**src/rtl/mvm_stream_loader_if.sv**
```systemverilog
// Stream/core-side bus of the MVM stream loader.
//
// Groups the job command handshake, the inbound word stream and the
// matrix-vector core load/start/done signals into one bundle.
//   slave  : loader side (mvm_stream_loader)
//   master : stream source + core side (driver / testbench)
//
// Signals
//   cmd_valid, cmd_matrix -> loader   job request, 1 = matrix then vector
//   cmd_ready             <- loader   loader idle
//   s_valid, s_data       -> loader   stream word (row-major matrix, then vector)
//   s_ready               <- loader   stream word accepted this cycle
//   loadMatrix/loadVector <- loader   one-cycle pulses announcing a burst
//   start                 <- loader   one-cycle pulse to the core
//   data_out              <- loader   burst word to core data_in
//   done                  -> loader   core done pulse
//   job_done, err         <- loader   job finished / watchdog expiry pulses
interface mvm_stream_loader_if #(
    parameter int B = 16
);
    logic                cmd_valid;
    logic                cmd_matrix;
    logic                cmd_ready;
    logic                s_valid;
    logic signed [B-1:0] s_data;
    logic                s_ready;
    logic                loadMatrix;
    logic                loadVector;
    logic                start;
    logic signed [B-1:0] data_out;
    logic                done;
    logic                job_done;
    logic                err;

    modport slave (
        input  cmd_valid, cmd_matrix, s_valid, s_data, done,
        output cmd_ready, s_ready, loadMatrix, loadVector, start, data_out,
               job_done, err
    );

    modport master (
        output cmd_valid, cmd_matrix, s_valid, s_data, done,
        input  cmd_ready, s_ready, loadMatrix, loadVector, start, data_out,
               job_done, err
    );
endinterface

```
**src/rtl/mvm_stream_loader.sv**
```systemverilog
// Upstream feeder for the K x K matrix-vector multiply core.
//
// Buffers each stream segment (K*K matrix words, then K vector words) in a
// single register array, then replays it gap-free to the core: a load pulse,
// followed by one word per cycle. Afterwards it pulses start and waits for
// the core's done. The stream source may stall freely while filling.
//
// Parameters
//   K     matrix dimension (K >= 2)
//   B     data word width (signed)
//   WDOG  done-wait limit in cycles (only with MVM_LOADER_WDOG_EN)
//
// Ports
//   clk    clock
//   reset  synchronous active-high reset (aborts any job)
//   bus    mvm_stream_loader_if.slave: command, stream and core signals
//
// Optional feature: define MVM_LOADER_WDOG_EN to enable the done watchdog.
// err pulses when WDOG cycles pass in WAIT without done; otherwise err is 0
// and WAIT holds until done.
module mvm_stream_loader #(
    parameter int K    = 8,
    parameter int B    = 16,
    parameter int WDOG = 64
) (
    input  logic               clk,
    input  logic               reset,
    mvm_stream_loader_if.slave bus
);
    localparam int MLEN = K * K;
    localparam int AW   = $clog2(MLEN);
    localparam int CW   = $clog2(MLEN + 1);

    localparam logic [CW-1:0] M_LAST = CW'(MLEN - 1);
    localparam logic [CW-1:0] V_LAST = CW'(K - 1);
    localparam logic [CW-1:0] M_LEN  = CW'(MLEN);
    localparam logic [CW-1:0] V_LEN  = CW'(K);

    typedef enum logic [3:0] {
        IDLE, FILL_M, GAP_M, BURST_M, GAP, FILL_V, GAP_V, BURST_V, GAP_S,
        START, WAIT
    } state_t;

    state_t              state, state_nx;
    logic [CW-1:0]       fill_idx, fill_idx_nx;
    logic [CW-1:0]       burst_idx, burst_idx_nx;
    logic signed [B-1:0] mem [MLEN];
    logic                wr_en;
    logic                wdog_hit;

    logic                cmd_ready, s_ready, load_m, load_v, start_p;
    logic                job_done_p, err_p;
    logic signed [B-1:0] data_o;

    // Control state; the buffer is data and carries no reset.
    always_ff @(posedge clk) begin
        if (reset) begin
            state     <= IDLE;
            fill_idx  <= '0;
            burst_idx <= '0;
        end else begin
            state     <= state_nx;
            fill_idx  <= fill_idx_nx;
            burst_idx <= burst_idx_nx;
        end
    end

    always_ff @(posedge clk) begin
        if (wr_en) mem[AW'(fill_idx)] <= bus.s_data;
    end

`ifdef MVM_LOADER_WDOG_EN
    localparam int WW = $clog2(WDOG + 1);
    logic [WW-1:0] wdog_cnt;

    // Counts cycles spent in WAIT; value k in the k-th cycle after entry.
    always_ff @(posedge clk) begin
        if (reset || state != WAIT) wdog_cnt <= '0;
        else if (wdog_cnt != WW'(WDOG)) wdog_cnt <= wdog_cnt + WW'(1);
    end

    assign wdog_hit = (state == WAIT) && (wdog_cnt == WW'(WDOG));
`else
    // No watchdog: WAIT holds until done and WDOG has no effect.
    assign wdog_hit = (WDOG < 0);
`endif

    always_comb begin
        state_nx     = state;
        fill_idx_nx  = fill_idx;
        burst_idx_nx = burst_idx;
        wr_en        = 1'b0;
        cmd_ready    = 1'b0;
        s_ready      = 1'b0;
        load_m       = 1'b0;
        load_v       = 1'b0;
        start_p      = 1'b0;
        job_done_p   = 1'b0;
        err_p        = 1'b0;
        data_o       = '0;
        case (state)
            IDLE: begin
                cmd_ready = 1'b1;
                if (bus.cmd_valid) state_nx = bus.cmd_matrix ? FILL_M : FILL_V;
            end
            FILL_M, FILL_V: begin
                s_ready = 1'b1;
                if (bus.s_valid) begin
                    wr_en = 1'b1;
                    // The index clears on the last word, so it never runs
                    // past the segment into the next one.
                    if (fill_idx == ((state == FILL_M) ? M_LAST : V_LAST)) begin
                        fill_idx_nx = '0;
                        state_nx    = (state == FILL_M) ? GAP_M : GAP_V;
                    end else begin
                        fill_idx_nx = fill_idx + CW'(1);
                    end
                end
            end
            GAP_M: state_nx = BURST_M;
            GAP:   state_nx = FILL_V;
            GAP_V: state_nx = BURST_V;
            GAP_S: state_nx = START;
            BURST_M, BURST_V: begin
                // Index 0 is the load pulse cycle; index i>0 shows word i-1.
                if (burst_idx == '0) begin
                    load_m = (state == BURST_M);
                    load_v = (state == BURST_V);
                end else begin
                    data_o = mem[AW'(burst_idx - CW'(1))];
                end
                if (burst_idx == ((state == BURST_M) ? M_LEN : V_LEN)) begin
                    burst_idx_nx = '0;
                    state_nx     = (state == BURST_M) ? GAP : GAP_S;
                end else begin
                    burst_idx_nx = burst_idx + CW'(1);
                end
            end
            START: begin
                start_p  = 1'b1;
                state_nx = WAIT;
            end
            WAIT: begin
                // done wins over a watchdog expiry in the same cycle.
                if (bus.done) begin
                    job_done_p = 1'b1;
                    state_nx   = IDLE;
                end else if (wdog_hit) begin
                    err_p    = 1'b1;
                    state_nx = IDLE;
                end
            end
            default: state_nx = IDLE;
        endcase
    end

    assign bus.cmd_ready  = cmd_ready;
    assign bus.s_ready    = s_ready;
    assign bus.loadMatrix = load_m;
    assign bus.loadVector = load_v;
    assign bus.start      = start_p;
    assign bus.data_out   = data_o;
    assign bus.job_done   = job_done_p;
    assign bus.err        = err_p;
endmodule

```
**src/flat_wrapper.sv**
```systemverilog
// flat-port wrapper written by rule: the top's interface ports become plain ports
module mvm_stream_loader_flat 
#(
    parameter int K    = 8,
    parameter int B    = 16,
    parameter int WDOG = 64
)
  (clk, reset, bus_cmd_valid, bus_cmd_matrix, bus_s_valid, bus_s_data, bus_done, bus_cmd_ready, bus_s_ready, bus_loadMatrix, bus_loadVector, bus_start, bus_data_out, bus_job_done, bus_err);
  mvm_stream_loader_if #(.B(B)) bus_i ();
  input  logic clk;
  input  logic reset;
  input wire logic [$bits(bus_i.cmd_valid)-1:0] bus_cmd_valid;
  input wire logic [$bits(bus_i.cmd_matrix)-1:0] bus_cmd_matrix;
  input wire logic [$bits(bus_i.s_valid)-1:0] bus_s_valid;
  input wire logic [$bits(bus_i.s_data)-1:0] bus_s_data;
  input wire logic [$bits(bus_i.done)-1:0] bus_done;
  output wire logic [$bits(bus_i.cmd_ready)-1:0] bus_cmd_ready;
  output wire logic [$bits(bus_i.s_ready)-1:0] bus_s_ready;
  output wire logic [$bits(bus_i.loadMatrix)-1:0] bus_loadMatrix;
  output wire logic [$bits(bus_i.loadVector)-1:0] bus_loadVector;
  output wire logic [$bits(bus_i.start)-1:0] bus_start;
  output wire logic [$bits(bus_i.data_out)-1:0] bus_data_out;
  output wire logic [$bits(bus_i.job_done)-1:0] bus_job_done;
  output wire logic [$bits(bus_i.err)-1:0] bus_err;
  assign bus_i.cmd_valid = bus_cmd_valid;
  assign bus_i.cmd_matrix = bus_cmd_matrix;
  assign bus_i.s_valid = bus_s_valid;
  assign bus_i.s_data = bus_s_data;
  assign bus_i.done = bus_done;
  assign bus_cmd_ready = bus_i.cmd_ready;
  assign bus_s_ready = bus_i.s_ready;
  assign bus_loadMatrix = bus_i.loadMatrix;
  assign bus_loadVector = bus_i.loadVector;
  assign bus_start = bus_i.start;
  assign bus_data_out = bus_i.data_out;
  assign bus_job_done = bus_i.job_done;
  assign bus_err = bus_i.err;
  mvm_stream_loader #(.K(K), .B(B), .WDOG(WDOG)) u_core (.clk(clk), .reset(reset), .bus(bus_i));
endmodule
```
**config.mk**
```make
export PLATFORM = sky130hd
export DESIGN_NAME = mvm_stream_loader_flat
export DESIGN_NICKNAME = d
export VERILOG_FILES = /design/src/rtl/mvm_stream_loader_if.sv /design/src/rtl/mvm_stream_loader.sv /design/src/flat_wrapper.sv
export SDC_FILE = /design/constraint.sdc
export NUM_CORES = 1
export LEC_CHECK = 0
export BUFFER_PORTS_ARGS = -buffer_cell sky130_fd_sc_hd__buf_2
export CORE_MARGIN = 2
export CORE_UTILIZATION = 53
export CTS_BUF_LIST = sky130_fd_sc_hd__clkbuf_8
export DETAILED_ROUTE_END_ITERATION = 10
export PLACE_DENSITY = 0.69
export SYNTH_ARGS = -nofsm -noshare
export SYNTH_HDL_FRONTEND = slang
export SYNTH_SLANG_ARGS = --single-unit
```
**constraint.sdc**
```tcl
create_clock -name clk -period 6.31 [get_ports clk]
set_input_delay 0.9465 -clock clk [delete_from_list [all_inputs] [get_ports clk]]
set_output_delay 0.9465 -clock clk [all_outputs]
set_load 0.01 [all_outputs]
```
==> key figures, run 1 <==
Outcome
  • Status: finished, final reports clean

Die
  • Horiz. Die Dim: 281 um
  • Initial core utilization: 0.536
  • Die Y-Extent: 281 um
  • DIE AREA: 79,000 um2
  • IO Pins: 45
  • # rows: about 100
  • Std-Cell Core Area: between 70,000 and 80,000 um2

Synth
  • Synth Area in Adders: 0.000923
  • Synthesized area: between 40,000 and 50,000 um2
  • Post-synth top flop: edfxtp_1
  • Ys Warns: 0
  • Register area share after synthesis: 0.765
  • Async SR Flop Fraction: 0
  • Area leader, netlist: edfxtp_1
  • EDFF count, synth: 1,024
  • Yosys cell types: 52
  • Mapped Avg Cell Area: 19.8 um2
  • Post-synthesis register bit count: 1,042
  • Compound-Gate Fraction of Synth Area: 0.0157
  • Most instantiated cells after synthesis: edfxtp_1 (1,024), mux4_2 (257), nor2_1 (186)
  • Post-Syn Instances: between 2,000 and 2,500
  • Largest cells by area after synthesis: edfxtp_1 (76%), mux4_2 (14%), nor2_1 (1.7%)
  • Synth Area in XOR/XNOR: 0.00412
  • Simple-gate share of the synthesized area: 0.0531
  • Multiplexer area fraction after synthesis: 0.146
  • Largest family of logic cells by synthesized area: multiplexers
  • Syn nets: around 2,100
  • Most common cell in the netlist: edfxtp_1
  • Post-synth top area share: 0.756

Hold path
  • Hold path cells: 2
  • Hold Path Class: in2reg

Clocking
  • CTS tree: done
  • CTS H-tree lvls: 4
  • CTS resizes: 0
  • Clk sink count: between 1,000 and 1,500
  • Clock latency at the later pin of the worst-skew pair: between 0.8 and 0.9 ns
  • Post-CTS Setup Bufs: 0
  • Clk slew on worst S/H paths: approximately 0.060 ns
  • TritonCTS Buffers: about 160
  • Deepest clock path buffer count: 3
  • Post-CTS Hold Fix Bufs: 0
  • Root buffer cell: clkbuf_8

Power and ir drop
  • P per Cell Area: about 310 nW/um2
  • Tot Pwr: about 14 mW
  • Max rail drop VDD: roughly 0.24 mV
  • Leak: between 10 and 15 nW

STA
  • Max-slew violations: 0
  • Slew HR: 0.225
  • Maximum operating frequency: approximately 180 MHz
  • Final setup vio count: 0
  • Min cycle time layout: between 5 and 6 ns
  • Fin. Hold Viols: 0
  • Final Skew: roughly 0.030 ns
  • Final worst-path cycle share: 0.860
  • RSZ-0062 raised after global routing: no
  • Worst-Margin Slew: 1.16 ns
  • Setup_tns: 0 ns

Finish
  • Synthesis-to-layout area growth: 12.0%
  • Layout Nets: 2,267
  • Share of layout cells above drive strength 1: 0.265
  • Post-route cell area: between 40,000 and 50,000 um2

Placed design
  • Placed inst area: between 40,000 and 50,000 um2
  • PortBufs: 43
  • Post-DP HPWL: approximately 55,000 um
  • Placer Congestion: approximately 0.79

Setup path
  • Worst-path maximum fanout: 87
  • Crit Path Class: reg2out
  • Critical Path Sink Type: output port
  • Worst setup SP type: flop
  • Flop-to-flop setup slack: 2.83 ns
  • Reg2reg path depth: 4
  • Crit path DAT: between 4 and 5 ns
  • CP required: about 5.4 ns

Drt
  • DR iter-0 viols: around 2,600
  • WL/cell: 28.4 um
  • Via count: between 20,000 and 25,000
  • DRC viols: 0
  • Vias per cell: 6.13
  • Final WL: between 90,000 and 100,000 um
  • Final ANT Viol Nets: 0
  • Drt first pass iters: 5

Flow run
  • Max Cap Violations: 0

Global route
  • Global Route Usage Sum: 0.253
  • Number of global-route vias before repair: between 20,000 and 25,000
  • Initial antenna violation count: 2
  • First-pass GRT wire length: ~140,000 um
  • Largest net degree at the start of global routing: 88
  • Global route overflow: 0
## cell usage in the layout, fill, tap and decap left out, types with 4 or more instances in the layout
cell type	count
edfxtp_1	1024
mux4_2	257
nand2_1	182
nor2_1	181
clkbuf_8	169
buf_4	91
nand3_1	72
inv_1	52
buf_2	43
clkinv_1	39
o21ai_0	30
clkinv_2	26
mux2i_1	17
nand4_1	17
dfxtp_1	17
o31ai_1	16
a32oi_1	15
a21oi_1	13
o21ai_1	10
xor2_1	8
or3_1	7
nor2b_1	6
buf_12	6
xnor2_1	5
nor2_2	5
bufinv_16	5
nand3b_1	4
clkinvlp_4	4
inv_8	4
## metal layers
layer	wire length, um	global-route usage	vias up	part of all wire
met5	10	0	-	0.00010
met4	1820	0.0740	2	0.019
met3	9530	0.0583	133	0.099
met2	46400	0.389	1100	0.48
met1	38900	0.366	10900	0.40
li1	-	-	8702	-
## state kept, by name, summed over array words and instances, names as in the netlist
register and cells:
u_core.fill_idx 7, u_core.burst_idx 7, u_core.state 4, u_core.mem 1024
## area by class of cell
class	instances	area, um2
fill	5411	30400
antenna	1	2.50
timing repair buffer	140	1020
inverter	3	11.3
multi-input combinational	892	9030
tap	1030	1290
clock inverter	132	752
clock buffer	169	2330
sequential	1042	31100
## kinds of logic after synthesis
family,Yosys count
flip-flops,1042
other,1
XOR/XNOR,17
AND/OR/NAND/NOR,501
AO/OA/AOI/OAI,96
buffers and inverters,118
multiplexers,274
adder cells (fa/ha/maj),3
## worst paths after layout
path,startpoint,end
hold / removal,reset,u_core.state[2]
setup reg to reg,u_core.state[0],u_core.mem[47][2]
setup / recovery,u_core.burst_idx[0],bus_data_out[3]
hold reg to reg,u_core.burst_idx[6],u_core.burst_idx[6]
## report_power, final
group,internal [mW],total [mW],leakage (nW),switching (mW)
Sequential,7.63,7.66,9.35,0.0331
Combinational,0.444,1.20,3.32,0.751
Clock,2.72,5.35,1.76,2.63
Total,10.8,14.2,14.4,3.41
## metrics by stage
| step | util | hold WS (ns) | setup slack (ns) | instances |
|---|---|---|---|---|
| finish | 0.600 | 0.461 | 0.886 | 3409 |
| global route | 0.600 | 0.441 | 0.566 | 3409 |
| CTS | 0.600 | 0.378 | 0.819 | 3408 |
| detailed placement | 0.559 | 0.502 | 1.72 | 3107 |
| global placement | 0.559 | 0.467 | 1.70 | 3107 |
| floorplan | - | 0.459 | 2.50 | 2052 |
## critical path, stage by stage, from the launching register on
cell and delay [ns]:
dfxtp_4 0.57, buf_12 0.56, nor3_2 0.20, xnor2_2 0.17, buf_4 0.53, nand2_1 0.12, a32oi_1 0.52, nand4_1 0.36
o31ai_1 0.31, buf_2 0.24
(Power assumes the default switching activity.)
==> inputs of run 2 (changes only) <==
--- a/config.mk
+++ b/config.mk
@@ -8,7 +8,7 @@
 export BUFFER_PORTS_ARGS = -buffer_cell sky130_fd_sc_hd__buf_2
 export CORE_MARGIN = 2
 export CORE_UTILIZATION = 53
-export CTS_BUF_LIST = sky130_fd_sc_hd__clkbuf_8
+export CTS_BUF_LIST = sky130_fd_sc_hd__clkbuf_4
 export DETAILED_ROUTE_END_ITERATION = 10
 export PLACE_DENSITY = 0.69
 export SYNTH_ARGS = -nofsm -noshare
==> run 2 against run 1 <==
Effect of this change:
- core utilization up 0.14 points
- setup slack worse by 0.35 ns
- critical path depth unchanged
- global-route usage up 0.25 points
- total power up 0.93%
- highest routed layer unchanged
- critical endpoint unchanged
- clock skew up 0.037 ns
- routed wire length up 0.82%
- sequential power about the same
- fmax down 6.1%
- first-iteration DRC count up 2.3%
- flip-flop and latch count unchanged
==> key figures, run 2 (same netlist as run 1, synthesis figures left out) <==
Global route
  • Global route overflow: 0 (unchanged)
  • Global Route Usage Sum: 0.255 (was 0.253)
  • Number of global-route vias before repair: 22,100 (was 21,000)
  • Initial antenna violation count: 3 (was 2)
  • Largest net degree at the start of global routing: 88 (unchanged)
  • First-pass GRT wire length: 143,000 um (was 142,000 um)

Finish
  • Fill count: 5,523 (was 5,411)
  • Most frequent cells in the layout: edfxtp_1 (1,024), clkbuf_4 (382), mux4_2 (257) (was edfxtp_1 (1,024), mux4_2 (257), nand2_1 (182))
  • Max FFs per register: 1,024 (unchanged)
  • Synthesis-to-layout area growth: 12.2% (was 12.0%)
  • Top reg by flops: u_core.mem (unchanged)
  • Top flop regs: u_core.mem (1024), u_core.burst_idx (7), u_core.fill_idx (7) (unchanged)
  • Final Non-Filler Cells: 3,545 (was 3,409)
  • Share of layout cells above drive strength 1: 0.326 (was 0.265)
  • Commonest non-fill, non-tap cell in the layout: edfxtp_1 (unchanged)
  • Layout Nets: 2,381 (was 2,267)

Placed design
  • Cells after DPL: 3,107 (unchanged)
  • Post-DP HPWL: 54,600 um (unchanged)
  • Placer Congestion: 0.794 (unchanged)
  • PortBufs: 43 (unchanged)
  • Pre-CTS setup slack: 1.72 ns (unchanged)

Power and ir drop
  • P_sw: 3.34 mW (was 3.41 mW)
  • Combinational Power Share: 0.083 (was 0.084)
  • Max rail drop VDD: 0.212 mV (was 0.244 mV)
  • Sequential power share: 0.534 (was 0.539)
  • Switching Share: 0.233 (was 0.240)
  • Clock share of power: 0.383 (was 0.377)
  • Leak: 14.6 nW (was 14.4 nW)
  • Pint: 11.0 mW (was 10.8 mW)
  • P per Cell Area: 314 nW/um2 (was 312 nW/um2)

Setup path
  • Crit Path Class: reg2out (unchanged)
  • CP required: 5.36 ns (about the same)
  • Critical Path Sink Type: output port (unchanged)
  • Crit path DAT: 4.83 ns (was 4.48 ns)
  • Slowest CP cell: a2bb2oi_2 (was dfxtp_4)
  • Slowest cell delay on critical path: 0.82 ns (was 0.57 ns)
  • Worst-path maximum fanout: 19 (was 87)
  • Worst setup SP type: flop (unchanged)
  • Crit-path cells: inv_1, ha_4, nor2b_1, a21oi_1, a2bb2oi_1, a2bb2oi_2, o21ai_0, o31ai_1, buf_2 (was buf_12, nor3_2, xnor2_2, buf_4, nand2_1, a32oi_1, nand4_1, o31ai_1, buf_2)

Drt
  • Max layer used: met5 (unchanged)
  • WL/cell: 27.5 um (was 28.4 um)
  • Final ANT Viol Nets: 0 (unchanged)
  • WL met1: 38,600 um (was 38,900 um)
  • Via count: 21,600 (was 20,900)
  • Final WL: 97,500 um (was 96,700 um)
  • Vias per cell: 6.09 (was 6.13)
  • Met2 WL: 46,800 um (was 46,400 um)
  • DRC viols: 0 (unchanged)
  • DR iter-0 viols: 2,612 (was 2,553)
  • Met3 wire length: 10,400 um (was 9530 um)
  • Drt first pass iters: 5 (unchanged)

STA
  • Final Skew: 0.0666 ns (was 0.0301 ns)
  • Slew HR: 0.217 (was 0.225)
  • RSZ-0062 raised after global routing: no (unchanged)
  • Fin Hold WS: 0.136 ns (was 0.461 ns)
  • Worst-Margin Slew: 1.17 ns (was 1.16 ns)
  • Setup_tns: 0 ns (unchanged)
  • Final setup vio count: 0 (unchanged)
  • Max-slew violations: 0 (unchanged)
  • Final worst-path cycle share: 0.915 (was 0.860)
  • Min cycle time layout: 5.78 ns (was 5.42 ns)
  • Post-route setup slack: 0.533 ns (was 0.886 ns)
  • Maximum operating frequency: 173 MHz (was 184 MHz)
  • Fin. Hold Viols: 0 (unchanged)

Die
  • Std-Cell Core Area: 75,900 um2 (unchanged)
  • Initial core utilization: 0.536 (unchanged)
  • Die Y-Extent: 281 um (unchanged)
  • DIE AREA: 79,000 um2 (unchanged)
  • # rows: 101 (unchanged)
  • Horiz. Die Dim: 281 um (unchanged)
  • IO Pins: 45 (unchanged)

Clocking
  • Clk slew on worst S/H paths: 0.07 ns (was 0.06 ns)
  • CTS tree: done (unchanged)
  • Clk sink count: 1,042 (unchanged)
  • CTS H-tree lvls: 5 (was 4)
  • Deepest clock path buffer count: 4 (was 3)
  • Post-CTS Setup Bufs: 0 (unchanged)
  • TritonCTS Buffers: 277 (was 163)
  • Clock latency at the later pin of the worst-skew pair: 1.12 ns (was 0.82 ns)
  • CTS resizes: 0 (unchanged)
  • Post-CTS Hold Fix Bufs: 0 (unchanged)
  • Root buffer cell: clkbuf_4 (was clkbuf_8)

Outcome
  • Status: finished, final reports clean (unchanged)

Hold path
  • Hold Path Class: in2reg (unchanged)

Flow run
  • Max Cap Violations: 0 (unchanged)
[run 2: changes by cell type in the layout (fill, tap and decap cells not counted), sizes merged]
cell      previous run  this run
clkbuf             169       382
diode                1         5
clkinvlp             4         0
inv                 58         8
clkinv              68        42
bufinv               5         4
[run 2: through the flow]
| stage | area (um2) | utilization | power (mW) |
|---|---|---|---|
| after floorplan | 40700 | - | 8.54 |
| after global placement | 42500 | 0.559 | 8.99 |
| after detailed placement | 42500 | 0.559 | 9.00 |
| after CTS | 45600 | 0.601 | 14.5 |
| after global routing | 45700 | 0.601 | 14.9 |
| final | 45700 | 0.601 | 14.3 |
[run 2: final timing paths]
path	start	to	slack [ns]	depth (start not counted)
worst max register to register	u_core.state[0]	u_core.mem[47][2]	2.78	4
worst min-delay path	reset	u_core.state[2]	0.14	2
worst max-delay path	u_core.burst_idx[0]	bus_data_out[3]	0.53	9
worst min register to register	u_core.burst_idx[6]	u_core.burst_idx[6]	0.51	2
[run 2: area by class of cell]
class / instances / area, um2 / area share
sequential: 1042 / 31100 / 0.681
multi-input combinational: 892 / 9030 / 0.198
clock buffer: 382 / 2870 / 0.0628
tap: 1030 / 1290 / 0.0282
timing repair buffer: 140 / 1020 / 0.0223
clock inverter: 51 / 308 / 0.00674
antenna: 5 / 12.5 / 0.000274
inverter: 3 / 11.3 / 0.000247
[run 2: routing by layer]
layer	up-vias	track usage
met4	2	0.0756
met2	1233	0.392
met5	-	0
met3	123	0.0674
met1	11200	0.364
li1	9034	-
[run 2: power groups by stage]
stage	registers, mW	clock network, mW	logic, mW
after floorplan	7.78	0	0.762
after global placement	7.80	0	1.19
after detailed placement	7.80	0	1.20
after CTS	7.65	5.60	1.20
after global routing	7.66	5.98	1.27
final	7.66	5.48	1.19
[run 2: worst max-delay path, delay by kind of cell, from the launching register on]
kind / cells / cell delay [ns]
AND/OR/NAND/NOR: 1 / 0.17
buffers and inverters: 2 / 0.40
AO/OA/AOI/OAI: 5 / 2.30
adder cells (fa/ha/maj): 1 / 0.25
flip-flops: 1 / 0.57
==> inputs of run 3 (changes only) <==
--- a/config.mk
+++ b/config.mk
@@ -5,6 +5,7 @@
 export SDC_FILE = /design/constraint.sdc
 export NUM_CORES = 1
 export LEC_CHECK = 0
+export ABC_AREA = 1
 export BUFFER_PORTS_ARGS = -buffer_cell sky130_fd_sc_hd__buf_2
 export CORE_MARGIN = 2
 export CORE_UTILIZATION = 53
==> run 3 against run 2 <==
Effect of this change:
- fmax fell by 4.7%
- non-clock buffer count rose by 4
- critical path depth rose by 3
- cell count rose by 41%
- via count rose by 34%
- highest routed layer unchanged
- cell area rose by 2.6%
- largest power group unchanged
- sequential power barely moved
- combinational power rose by 140%
==> key figures, run 3 <==
Finish
  • Synthesis-to-layout area growth: 10.7% (was 12.2%)
  • Max FFs per register: 1,024 (unchanged)
  • Most frequent cells in the layout: nand2_1 (1,111), edfxtp_1 (1,024), nand3_1 (934) (was edfxtp_1 (1,024), clkbuf_4 (382), mux4_2 (257))
  • Final Non-Filler Cells: 4,988 (was 3,545)
  • Share of layout cells above drive strength 1: 0.145 (was 0.326)
  • Top flop regs: u_core.mem (1024), u_core.burst_idx (7), u_core.fill_idx (7) (unchanged)
  • Layout Nets: 3,809 (was 2,381)
  • Top reg by flops: u_core.mem (unchanged)
  • Commonest non-fill, non-tap cell in the layout: nand2_1 (was edfxtp_1)

Synth
  • Post-synth top area share: 0.726 (was 0.756)
  • Synthesized area: 42,300 um2 (was 40,700 um2)
  • Area leader, netlist: edfxtp_1 (unchanged)
  • Largest cells by area after synthesis: edfxtp_1 (73%), nand3_1 (11%), nand2_1 (9.9%) (was edfxtp_1 (76%), mux4_2 (14%), nor2_1 (1.7%))
  • Synth Area in Adders: 0.000887 (was 0.000923)
  • Register area share after synthesis: 0.735 (was 0.765)
  • Ys Warns: 0 (unchanged)
  • Post-synth top flop: edfxtp_1 (unchanged)
  • Syn nets: 3,608 (was 2,077)
  • EDFF count, synth: 1,024 (unchanged)
  • Multiplexer area fraction after synthesis: 0 (was 0.146)
  • Post-Syn Instances: 3,583 (was 2,052)
  • Simple-gate share of the synthesized area: 0.225 (was 0.0531)
  • Compound-Gate Fraction of Synth Area: 0.00825 (was 0.0157)
  • Largest family of logic cells by synthesized area: simple AND/OR/NAND/NOR gates (was multiplexers)
  • Most instantiated cells after synthesis: nand2_1 (1,114), edfxtp_1 (1,024), nand3_1 (934) (was edfxtp_1 (1,024), mux4_2 (257), nor2_1 (186))
  • Async SR Flop Fraction: 0 (unchanged)
  • Yosys cell types: 33 (was 52)
  • Synth Area in XOR/XNOR: 0.00228 (was 0.00412)
  • Mapped Avg Cell Area: 11.8 um2 (was 19.8 um2)
  • Most common cell in the netlist: nand2_1 (was edfxtp_1)
  • Post-synthesis register bit count: 1,042 (unchanged)

Clocking
  • Clock latency at the later pin of the worst-skew pair: 1.11 ns (was 1.12 ns)
  • Post-CTS Hold Fix Bufs: 0 (unchanged)
  • CTS tree: done (unchanged)
  • Clk sink count: 1,042 (unchanged)
  • Root buffer cell: clkbuf_4 (unchanged)
  • CTS H-tree lvls: 5 (unchanged)
  • Clk slew on worst S/H paths: 0.06 ns (was 0.07 ns)
  • Deepest clock path buffer count: 4 (unchanged)
  • TritonCTS Buffers: 279 (was 277)

Global route
  • Global route overflow: 0 (unchanged)
  • Grt met3 use: 0.0644 (was 0.0674)
  • Met2 Track Usage GR: 0.418 (was 0.392)
  • First-pass GRT wire length: 167,000 um (was 143,000 um)
  • Initial antenna violation count: 3 (unchanged)
  • Met1 usage: 0.371 (was 0.364)
  • Global Route Usage Sum: 0.271 (was 0.255)
  • Number of global-route vias before repair: 27,800 (was 22,100)
  • GRT busiest layer: met2 (unchanged)
  • Largest net degree at the start of global routing: 215 (was 88)

Setup path
  • Worst setup SP type: flop (unchanged)
  • CP required: 5.36 ns (about the same)
  • Slowest CP cell: dfxtp_4 (was a2bb2oi_2)
  • Crit-path cells: inv_8, ha_4, inv_16, buf_12, nand3_1, nand3_1, nand3_1, o21ai_0, nor2_1, nor2_1, nor2_1, buf_2 (was inv_1, ha_4, nor2b_1, a21oi_1, a2bb2oi_1, a2bb2oi_2, o21ai_0, o31ai_1, buf_2)
  • Crit path DAT: 5.12 ns (was 4.83 ns)
  • Crit Path Class: reg2out (unchanged)
  • Worst-path maximum fanout: 111 (was 19)
  • Slowest cell delay on critical path: 0.70 ns (was 0.82 ns)
  • Critical Path Sink Type: output port (unchanged)

STA
  • Max-slew violations: 0 (unchanged)
  • Min cycle time layout: 6.06 ns (was 5.78 ns)
  • Worst-Margin Slew: 1.15 ns (was 1.17 ns)
  • Fin. Hold Viols: 0 (unchanged)
  • Final worst-path cycle share: 0.961 (was 0.915)
  • Final Skew: 0.0691 ns (was 0.0666 ns)
  • Final setup vio count: 0 (unchanged)
  • Maximum operating frequency: 165 MHz (was 173 MHz)
  • Slew HR: 0.234 (was 0.217)
  • Post-route setup slack: 0.247 ns (was 0.533 ns)

Drt
  • DRC viols: 0 (unchanged)
  • Vias per cell: 5.79 (was 6.09)
  • Via count: 28,900 (was 21,600)
  • Final ANT Viol Nets: 0 (unchanged)
  • Drt first pass iters: 5 (unchanged)
  • Final WL: 112,000 um (was 97,500 um)
  • DR iter-0 viols: 3,748 (was 2,612)
  • WL/cell: 22.4 um (was 27.5 um)

Die
  • Horiz. Die Dim: 287 um (was 281 um)
  • DIE AREA: 82,200 um2 (was 79,000 um2)
  • IO Pins: 45 (unchanged)
  • Std-Cell Core Area: 79,000 um2 (was 75,900 um2)
  • # rows: 103 (was 101)
  • Die Y-Extent: 287 um (was 281 um)
  • Initial core utilization: 0.536 (about the same)

Flow run
  • Max Cap Violations: 0 (unchanged)

Outcome
  • Status: finished, final reports clean (unchanged)

Power and ir drop
  • Max rail drop VDD: 0.199 mV (was 0.212 mV)
  • Leak: 16.9 nW (was 14.6 nW)
  • P per Cell Area: 341 nW/um2 (was 314 nW/um2)

Placed design
  • Post-DP HPWL: 57,200 um (was 54,600 um)
  • Cells after DPL: 4,552 (was 3,107)
  • PortBufs: 43 (unchanged)
  • Placer Congestion: 0.852 (was 0.794)
  • Pre-CTS setup slack: 1.07 ns (was 1.72 ns)

Hold path
  • Hold Path Class: in2reg (unchanged)
[run 3: changes by cell type in the layout (fill, tap and decap cells not counted), sizes merged, moves of 13 or more]
cell / delta
mux4: -257
a32oi: -15
nand2: +934
o21ai: -16
o31ai: -16
a21oi: +25
nand4: -13
nand3: +864
nor2: -44
mux2i: -17
inv: +29
[run 3: metrics by stage]
| step | setup TNS, ns | cell area (um2) | power, mW | utilization | hold slack [ns] |
|---|---|---|---|---|---|
| finish | 0 | 46900 | 16.0 | 0.593 | 0.235 |
| global route | -0.00108 | 46900 | 16.7 | 0.593 | 0.195 |
| CTS | 0 | 46800 | 16.0 | 0.593 | 0.147 |
| detailed placement | 0 | 43700 | 10.6 | 0.553 | 0.512 |
| global placement | 0 | 43700 | 10.6 | 0.553 | 0.497 |
| floorplan | 0 | 42300 | 9.64 | - | 0.475 |
[run 3: final timing paths]
path	from	to	slack (ns)	depth (start not counted)
worst max-delay path	u_core.burst_idx[0]	bus_data_out[10]	0.25	12
worst min-delay path	reset	u_core.fill_idx[4]	0.23	2
worst max register to register	u_core.state[1]	u_core.mem[34][11]	3.03	8
worst min register to register	u_core.fill_idx[0]	u_core.fill_idx[0]	0.53	2
[run 3: final cells by class]
type / instances / area, um2
tap: 1050 / 1310
clock inverter: 42 / 213
antenna: 2 / 5.00
clock buffer: 391 / 2940
fill: 6285 / 32100
multi-input combinational: 2287 / 10100
inverter: 30 / 136
timing repair buffer: 144 / 1080
sequential: 1042 / 31100
[run 3: routing by layer]
layer | part of all wire | up-vias | wire length [um]
met2 | 0.47 | 1544 | 52300
li1 | - | 13200 | -
met4 | 0.032 | 2 | 3530
met3 | 0.10 | 213 | 11200
met1 | 0.40 | 13900 | 44500
met5 | 0.000099 | - | 11
[run 3: repair_timing]
item                       in CTS  in global routing
gates resized for setup         1                  8
buffers inserted                0                  1
pin swaps                       0                  1
setup endpoints to repair       1                  4
[run 3: kinds of logic after synthesis]
group | Yosys count
xor+xnor | 8
simple gates | 2208
buf+inv | 254
flops | 1042
other cells | 1
fa+ha+maj | 3
compound gates | 67
[run 3: critical path: cells and delay by family (launching register included)]
family	cells	cell delay (ns)
DFF	1	0.70
buffers and inverters	4	1.11
AOI/OAI and AO/OA	1	0.16
adders and majority gates	1	0.65
and+or+nand+nor	6	1.20
[run 3: power breakdown]
part | internal, mW | total, mW | switching, mW
Sequential | 7.63 | 7.67 | 0.0385
Clock | 2.90 | 5.46 | 2.57
Combinational | 0.735 | 2.84 | 2.10
